File: config.mk
export PLATFORM = sky130hd
export DESIGN_NAME = cha_map
export DESIGN_NICKNAME = d
export VERILOG_FILES = /design/src/rtl/cha_pkg.sv /design/src/rtl/cha_ix_table.sv /design/src/rtl/cha_map.sv
export SDC_FILE = /design/constraint.sdc
export NUM_CORES = 1
export LEC_CHECK = 0
export CORE_ASPECT_RATIO = 1.75
export CORE_MARGIN = 8
export CORE_UTILIZATION = 35
export CTS_CLUSTER_SIZE = 10
export DETAILED_ROUTE_END_ITERATION = 10
export GPL_ROUTABILITY_DRIVEN = 0
export GPL_TIMING_DRIVEN = 0
export HOLD_SLACK_MARGIN = 0.05
export MAX_ROUTING_LAYER = met4
export SLEW_MARGIN = 20
export SYNTH_ARGS = -nofsm -noshare
export SYNTH_HDL_FRONTEND = slang
export SYNTH_HIERARCHICAL = 1
export SYNTH_SLANG_ARGS = --single-unit
File: constraint.sdc
create_clock -name CLK -period 6.9 [get_ports CLK]
set_input_delay 2.07 -clock CLK [delete_from_list [all_inputs] [get_ports CLK]]
set_output_delay 2.07 -clock CLK [all_outputs]
set_load 0.03 [all_outputs]
File: src/rtl/cha_pkg.sv
// Shared types and constants for the CHA C/S-ROM address mapper.
package cha_pkg;

    // Game-switch state machine encoding
    typedef enum logic [1:0] {
        ST_IDLE   = 2'd0,
        ST_BLANK  = 2'd1,
        ST_SETTLE = 2'd2,
        ST_RUN    = 2'd3
    } cha_state_e;

    // Bank placement used when no game entry applies
    localparam logic [5:0]  MASK_DEF = 6'h3F;
    localparam int unsigned IX_DEF   = 0;

    // Number of chip-select bits for a given flash chip count
    function automatic int cha_csw(input int nchips);
        return $clog2(nchips);
    endfunction

    // Width of the per-game bank offset: spans everything above the 18 fixed CA bits
    function automatic int cha_ix_w(input int chip_aw, input int nchips);
        return chip_aw + 1 + cha_csw(nchips) - 18;
    endfunction

endpackage

File: src/rtl/cha_ix_table.sv
// Per-game bank table: maps a committed game number to its CA mask and bank offset.
module cha_ix_table
    import cha_pkg::*;
#(
    parameter int IX_W = 11
) (
    input  logic [7:0]      gsel,
    output logic [5:0]      mask,
    output logic [IX_W-1:0] ix
);

    // Game placement lookup; unlisted games fall back to full mask and no offset
    always_comb begin
        mask = MASK_DEF;
        ix   = IX_W'(IX_DEF);
        case (gsel)
            8'd1: begin mask = 6'h07; ix = IX_W'(11'h010); end
            8'd2: begin mask = 6'h3F; ix = IX_W'(11'h040); end
            8'd5: begin mask = 6'h3F; ix = IX_W'(11'h002); end
            8'd6: begin mask = 6'h3F; ix = IX_W'(11'h7FF); end
            8'd7: begin mask = 6'h07; ix = IX_W'(11'h000); end
            8'd8: begin mask = 6'h3F; ix = IX_W'(11'h600); end
            default: begin mask = MASK_DEF; ix = IX_W'(IX_DEF); end
        endcase
    end

endmodule

File: src/rtl/cha_map.sv
// CHA address mapper: samples the PBUS on the C/S latch strobes, relocates the
// sprite address into the flash bank of the selected game, and blanks every
// flash output enable while the game selection changes and settles.
module cha_map
    import cha_pkg::*;
#(
    parameter int CHIP_AW = 27,
    parameter int NCHIPS  = 2,
    parameter int S_AW    = 17,
    parameter int SETTLE  = 16
) (
    input  logic                CLK,
    input  logic                nRESET,
    input  logic [22:0]         PBUS,
    input  logic                PCK1B,
    input  logic                PCK2B,
    input  logic                CA4,
    input  logic                S2H1,
    input  logic [7:0]          GSEL,
    output logic [CHIP_AW-1:0]  C_ADDR,
    output logic [2*NCHIPS-1:0] C_nOE,
    output logic [S_AW-1:0]     S_ADDR,
    output logic                READY
);

    localparam int CSW  = cha_csw(NCHIPS);
    localparam int IX_W = cha_ix_w(CHIP_AW, NCHIPS);
    localparam int FW   = CHIP_AW + 1 + CSW;
    localparam logic [7:0] SETTLE_LOAD = 8'(SETTLE - 1);

    // Synchroniser chains; the third stage of the strobes serves edge detection,
    // the third stage of CA4/S2H1 keeps them aligned with freshly latched data.
    logic [2:0]      pck1_r;
    logic [2:0]      pck2_r;
    logic [2:0]      ca4_r;
    logic [2:0]      s2h_r;
    logic [7:0]      gsel_meta_r;
    logic [7:0]      gsel_sync_r;
    logic [7:0]      gsel_prev_r;

    logic            pck1_rise_s;
    logic            pck2_rise_s;
    logic            ca4_s;
    logic            s2h_s;
    logic [7:0]      gsel_s;

    cha_state_e      state_r;
    cha_state_e      state_n;
    logic [7:0]      cnt_r;
    logic [7:0]      cnt_n;
    logic            commit_s;

    logic [7:0]      gsel_a_r;
    logic [5:0]      mask_r;
    logic [IX_W-1:0] ix_r;
    logic [5:0]      tbl_mask_s;
    logic [IX_W-1:0] tbl_ix_s;

    logic [22:0]     c_lat_r;
    logic [15:0]     s_lat_r;

    logic [23:0]     ca_s;
    logic [IX_W-1:0] bank_s;
    logic [FW-1:0]   full_s;
    logic [CSW:0]    sel_s;
    logic [2*NCHIPS-1:0] dec_s;
    logic [16:0]     s_full_s;

    assign pck1_rise_s = pck1_r[1] & ~pck1_r[2];
    assign pck2_rise_s = pck2_r[1] & ~pck2_r[2];
    assign ca4_s       = ca4_r[2];
    assign s2h_s       = s2h_r[2];
    assign gsel_s      = gsel_sync_r;

    cha_ix_table #(
        .IX_W (IX_W)
    ) u_ix_table (
        .gsel (gsel_s),
        .mask (tbl_mask_s),
        .ix   (tbl_ix_s)
    );

    // Bring the asynchronous PBUS strobes, low address bits and game select into CLK
    always_ff @(posedge CLK or negedge nRESET) begin
        if (!nRESET) begin
            pck1_r      <= 3'b000;
            pck2_r      <= 3'b000;
            ca4_r       <= 3'b000;
            s2h_r       <= 3'b000;
            gsel_meta_r <= 8'd0;
            gsel_sync_r <= 8'd0;
            gsel_prev_r <= 8'd0;
        end else begin
            pck1_r      <= {pck1_r[1:0], PCK1B};
            pck2_r      <= {pck2_r[1:0], PCK2B};
            ca4_r       <= {ca4_r[1:0], CA4};
            s2h_r       <= {s2h_r[1:0], S2H1};
            gsel_meta_r <= GSEL;
            gsel_sync_r <= gsel_meta_r;
            gsel_prev_r <= gsel_sync_r;
        end
    end

    // Game-switch sequencing: blank, wait for a stable selection, then commit it
    always_comb begin
        state_n  = state_r;
        cnt_n    = cnt_r;
        commit_s = 1'b0;
        case (state_r)
            ST_IDLE: begin
                if (gsel_s != 8'd0) begin
                    state_n = ST_SETTLE;
                    cnt_n   = SETTLE_LOAD;
                end else begin
                    state_n = ST_IDLE;
                end
            end
            ST_BLANK: begin
                state_n = ST_SETTLE;
                cnt_n   = SETTLE_LOAD;
            end
            ST_SETTLE: begin
                if (gsel_s == 8'd0) begin
                    state_n = ST_IDLE;
                end else if (gsel_s != gsel_prev_r) begin
                    cnt_n = SETTLE_LOAD;
                end else if (cnt_r == 8'd0) begin
                    state_n  = ST_RUN;
                    commit_s = 1'b1;
                end else begin
                    cnt_n = cnt_r - 8'd1;
                end
            end
            ST_RUN: begin
                if (gsel_s != gsel_a_r) begin
                    state_n = ST_BLANK;
                end else begin
                    state_n = ST_RUN;
                end
            end
            default: begin
                state_n = ST_IDLE;
                cnt_n   = 8'd0;
            end
        endcase
    end

    // State, settle counter and the committed game with its bank placement
    always_ff @(posedge CLK or negedge nRESET) begin
        if (!nRESET) begin
            state_r  <= ST_IDLE;
            cnt_r    <= 8'd0;
            gsel_a_r <= 8'd0;
            mask_r   <= MASK_DEF;
            ix_r     <= IX_W'(IX_DEF);
        end else begin
            state_r <= state_n;
            cnt_r   <= cnt_n;
            if (commit_s) begin
                gsel_a_r <= gsel_s;
                mask_r   <= tbl_mask_s;
                ix_r     <= tbl_ix_s;
            end
        end
    end

    // PBUS latches: cleared and frozen with no game selected, live otherwise
    always_ff @(posedge CLK or negedge nRESET) begin
        if (!nRESET) begin
            c_lat_r <= 23'd0;
            s_lat_r <= 16'd0;
        end else if (state_r == ST_IDLE) begin
            c_lat_r <= 23'd0;
            s_lat_r <= 16'd0;
        end else begin
            if (pck1_rise_s) begin
                c_lat_r <= PBUS;
            end
            if (pck2_rise_s) begin
                s_lat_r <= PBUS[15:0];
            end
        end
    end

    // Address build: mask the game-relative CA, add the bank offset, decode chip/half
    always_comb begin
        ca_s     = {c_lat_r[22:20] & mask_r[5:3],
                    c_lat_r[19:17] & mask_r[2:0],
                    c_lat_r[16:4], ca4_s, c_lat_r[3:0]};
        bank_s   = ix_r + IX_W'(ca_s[23:18]);
        full_s   = {bank_s, ca_s[17:0]};
        sel_s    = full_s[FW-1:CHIP_AW];
        dec_s    = '1;
        dec_s[sel_s] = 1'b0;
        s_full_s = {s_lat_r[15:3], s2h_s, s_lat_r[2:0]};
    end

    // Output registers; enables open only once RUN has been held for a full
    // cycle so the address they qualify already reflects the committed bank
    always_ff @(posedge CLK or negedge nRESET) begin
        if (!nRESET) begin
            C_ADDR <= '0;
            S_ADDR <= '0;
            C_nOE  <= '1;
            READY  <= 1'b0;
        end else begin
            C_ADDR <= full_s[CHIP_AW-1:0];
            S_ADDR <= S_AW'(s_full_s);
            READY  <= (state_n == ST_RUN);
            if ((state_r == ST_RUN) && (state_n == ST_RUN)) begin
                C_nOE <= dec_s;
            end else begin
                C_nOE <= '1;
            end
        end
    end

endmodule
==> results by group <==
GRT
  – Total GRT Usage: 0.129
  – Gr ovfl total: 0
  – Largest net degree at the start of global routing: 98
  – Antenna violations before repair: 0
  – First-pass GRT wire length: 21.4 mm
  – Vias in the first global route: 4,339

Worst setup path
  – CP required: 4.83 ns
  – Top cell family by delay on the critical path: buffers and inverters
  – Critical Path Stages: 1
  – Critical path launch point type: flop
  – Flop-to-flop setup slack: 4.22 ns
  – CP bufs+invs: 1
  – Slowest stage delay, CP: 0.66 ns
  – WP data arrival: 1.58 ns
  – R2R cell count: 9
  – Peak fanout along the critical path: 1
  – R2R Path End: C_nOE[1]
  – Crit-path cells: clkdlybuf4s50_1
  – CP endpoint: C_nOE[1]
  – Setup CP Type: reg -> out
  – Reg2Reg Launch Point: mask_r[0]
  – Critical path endpoint category: output pin
  – Crit. Startpoint: C_nOE[1]
  – Slowest cell on crit path: clkdlybuf4s50_1

Die
  – I/O Pins: 86
  – Die width: 116 um
  – Core footprint: 17,300 sq um
  – Vert. Die Dim: 191 um
  – FP Rows: 64
  – Initial Utilization: 0.353
  – Die area: 22,100 sq um

Timing
  – Final Hold Vio Count: 0
  – Final worst slack: 3.25 ns
  – Hold slack: 0.345 ns
  – Post-route minimum period: 3.65 ns
  – Slew headroom: 0.335
  – RSZ-0062 raised after global routing: no
  – Max-slew violations: 0
  – Worst Skew: 0.00892 ns
  – Tcrit/Tclk final: 0.530
  – Worst Max-Slew Pin Slew: 0.989 ns
  – Final setup viols: 0
  – FMAX: 274 MHz

Clocking
  – CTS tree: yes
  – Root cell of the clock tree: clkbuf_16
  – Clk Latency, worst-skew pair: 0.42 ns
  – CTS buffer count: 17
  – Worst-path clk slew: 0.06 ns
  – Postcts setup bufs: 0
  – CTS Hold Bufs: 0
  – # clock sinks: 159
  – Post-cts resize count: 0
  – Htree depth: 4
  – CTS Buffer Depth: 2

Layout
  – Non-Filler Instances: 852
  – Layout net count: 653
  – Fraction of final layout cells sized beyond drive strength 1: 0.142
  – Syn-to-layout area delta: 29.3%
  – Register Area: 3990 sq um
  – # diodes: 0
  – Area of the multi-input gates: 1920 sq um
  – Fill count: 1,589

Detailed routing
  – Antenna Violating Nets Remaining: 0
  – DRC violations left: 0
  – Via Count: 3,975
  – Pre-Repair DR Iteration Count: 4
  – First-iteration detailed-routing DRC count: 94
  – Vias per inst: 4.67
  – Total routed wirelength: 12.9 mm
  – Wire per inst: 15.2 um

Power
  – VDD IR max: 195 uV
  – Pwr dens: 278 nW/um^2
  – Leak Pwr: 3.48 nW

Outcome
  – Status: complete, no violations

Hold path
  – Hold crit path type: reg -> reg

Logic synthesis
  – Number of synthesized flops with an enable pin: 0
  – Post-synth top cells: dfrtp_1, nand2_1, a21oi_1
  – Most frequent cell after synthesis: dfrtp_1
  – Synth Cell Area: 6100 sq um
  – Syn Area/Cell: 12.2 sq um
  – Unique cell type count in the Yosys netlist: 52
  – Post-synth top flop: dfrtp_1
  – Post-synth top area share: 0.611
  – Post-synth top area cell: dfrtp_1
  – Ys Warns: 6
  – Sequential area share after synthesis: 0.654
  – Yosys reg bits: 159
  – Async S/R FF share, synth: 1.00
  – Main area contributors after synthesis: dfrtp_1, nand2_1, dfstp_2, a21oi_1, mux2_2
  – Post-Syn Instances: 501

Placed design
  – Dpl hpwl: 9.44 mm
  – Buffers added on ports: 85
  – Placed cells: 820
  – Setup WS pre-CTS: 3.67 ns

Job
  – Max-cap violations: 0
## through the flow
stage          utilization  setup TNS, ns  cell area (sq um)  power [W]
2_1_floorplan            -              0               6110    0.00114
3_3_place_gp         0.419        -355.89               7250    0.00125
4_1_cts              0.456              0               7890    0.00221
6_report             0.456              0               7890    0.00219
3_5_place_dp         0.421              0               7280    0.00126
5_1_grt              0.456              0               7890    0.00227
## power by group
| group | leakage, nW | switching (W) | internal (W) |
|---|---|---|---|
| logic | 1.23 | 0.000119 | 0.0000876 |
| clock network | 0.294 | 0.000390 | 0.000562 |
| registers | 1.96 | 0.0000328 | 0.000997 |
## flip-flops by register name (all words and copies together) (netlist names)
| signal | cells |
|---|---|
| C_ADDR | 27 |
| c_lat_r | 23 |
| S_ADDR | 17 |
| s_lat_r | 16 |
| ix_r | 11 |
| cnt_r | 8 |
| gsel_a_r | 8 |
| gsel_meta_r | 8 |
| gsel_prev_r | 8 |
| gsel_s | 8 |
| mask_r | 6 |
| C_nOE | 4 |
| ca4_r | 3 |
| pck1_r | 3 |
| pck2_r | 3 |
| s2h_r | 3 |
| state_r | 2 |
| READY | 1 |
## how the worst min path moves through the flow
stage / from / end / slack, ns / cells past startpoint
floorplan: ca4_r[2] / C_ADDR[4] / 0.33 / 0
global placement: pck2_r[0] / pck2_r[1] / 0.33 / 0
detailed placement: gsel_meta_r[4] / gsel_s[4] / 0.33 / 0
CTS: gsel_meta_r[1] / gsel_s[1] / 0.35 / 0
global route: gsel_meta_r[1] / gsel_s[1] / 0.35 / 0
finish: gsel_meta_r[4] / gsel_s[4] / 0.34 / 0
## layout by cell type, fill, tap and decap left out, types with 3 or more instances in the layout
master           instances
conb_1                   3
ha_1                     7
buf_4                   11
xnor2_1                 13
inv_6                    4
nor3_1                   8
dfrtp_1                149
o21ai_0                  9
inv_1                   10
mux2_2                  17
nand4_1                  5
nor2_1                  16
nand3_1                  9
clkdlybuf4s50_1         84
dfstp_2                 10
or3_1                    4
clkbuf_16               17
clkinv_4                 4
nor2b_1                  4
nor4_1                   3
nand3b_1                 3
a21oi_1                 46
nand2b_1                 4
or4_1                    3
clkbuf_1                14
nand2_1                 91
xor2_1                  10
a2bb2oi_1                3
or3b_2                   3
and2_1                   6
nor4b_1                  4
mux2_4                   6
## logic make-up after synthesis
family / share of synthesized area
flops: 0.654
xor+xnor: 0.0330
buf+inv: 0.0322
mux: 0.0462
compound gates: 0.0732
fa+ha+maj: 0.0176
other cells: 0.000615
simple gates: 0.143
## final cells by class
type,instances,share of cell area
Inverter,10,0.00476
Sequential cell,159,0.506
Buffer,27,0.0202
Tap cell,231,0.0367
Clock buffer,20,0.0579
Timing Repair Buffer,86,0.112
Multi-Input combinational cell,307,0.243
Clock inverter,12,0.0189
## metal layers
layer	vias to the layer above	GRT usage	routed length, um
met1	1977	0.127	4840
met4	0	0.0532	204
li1	1902	-	-
met5	-	-	0
met3	21	0.0355	646
met2	75	0.231	7240
Note: power is estimated with default switching activity, not from simulation.
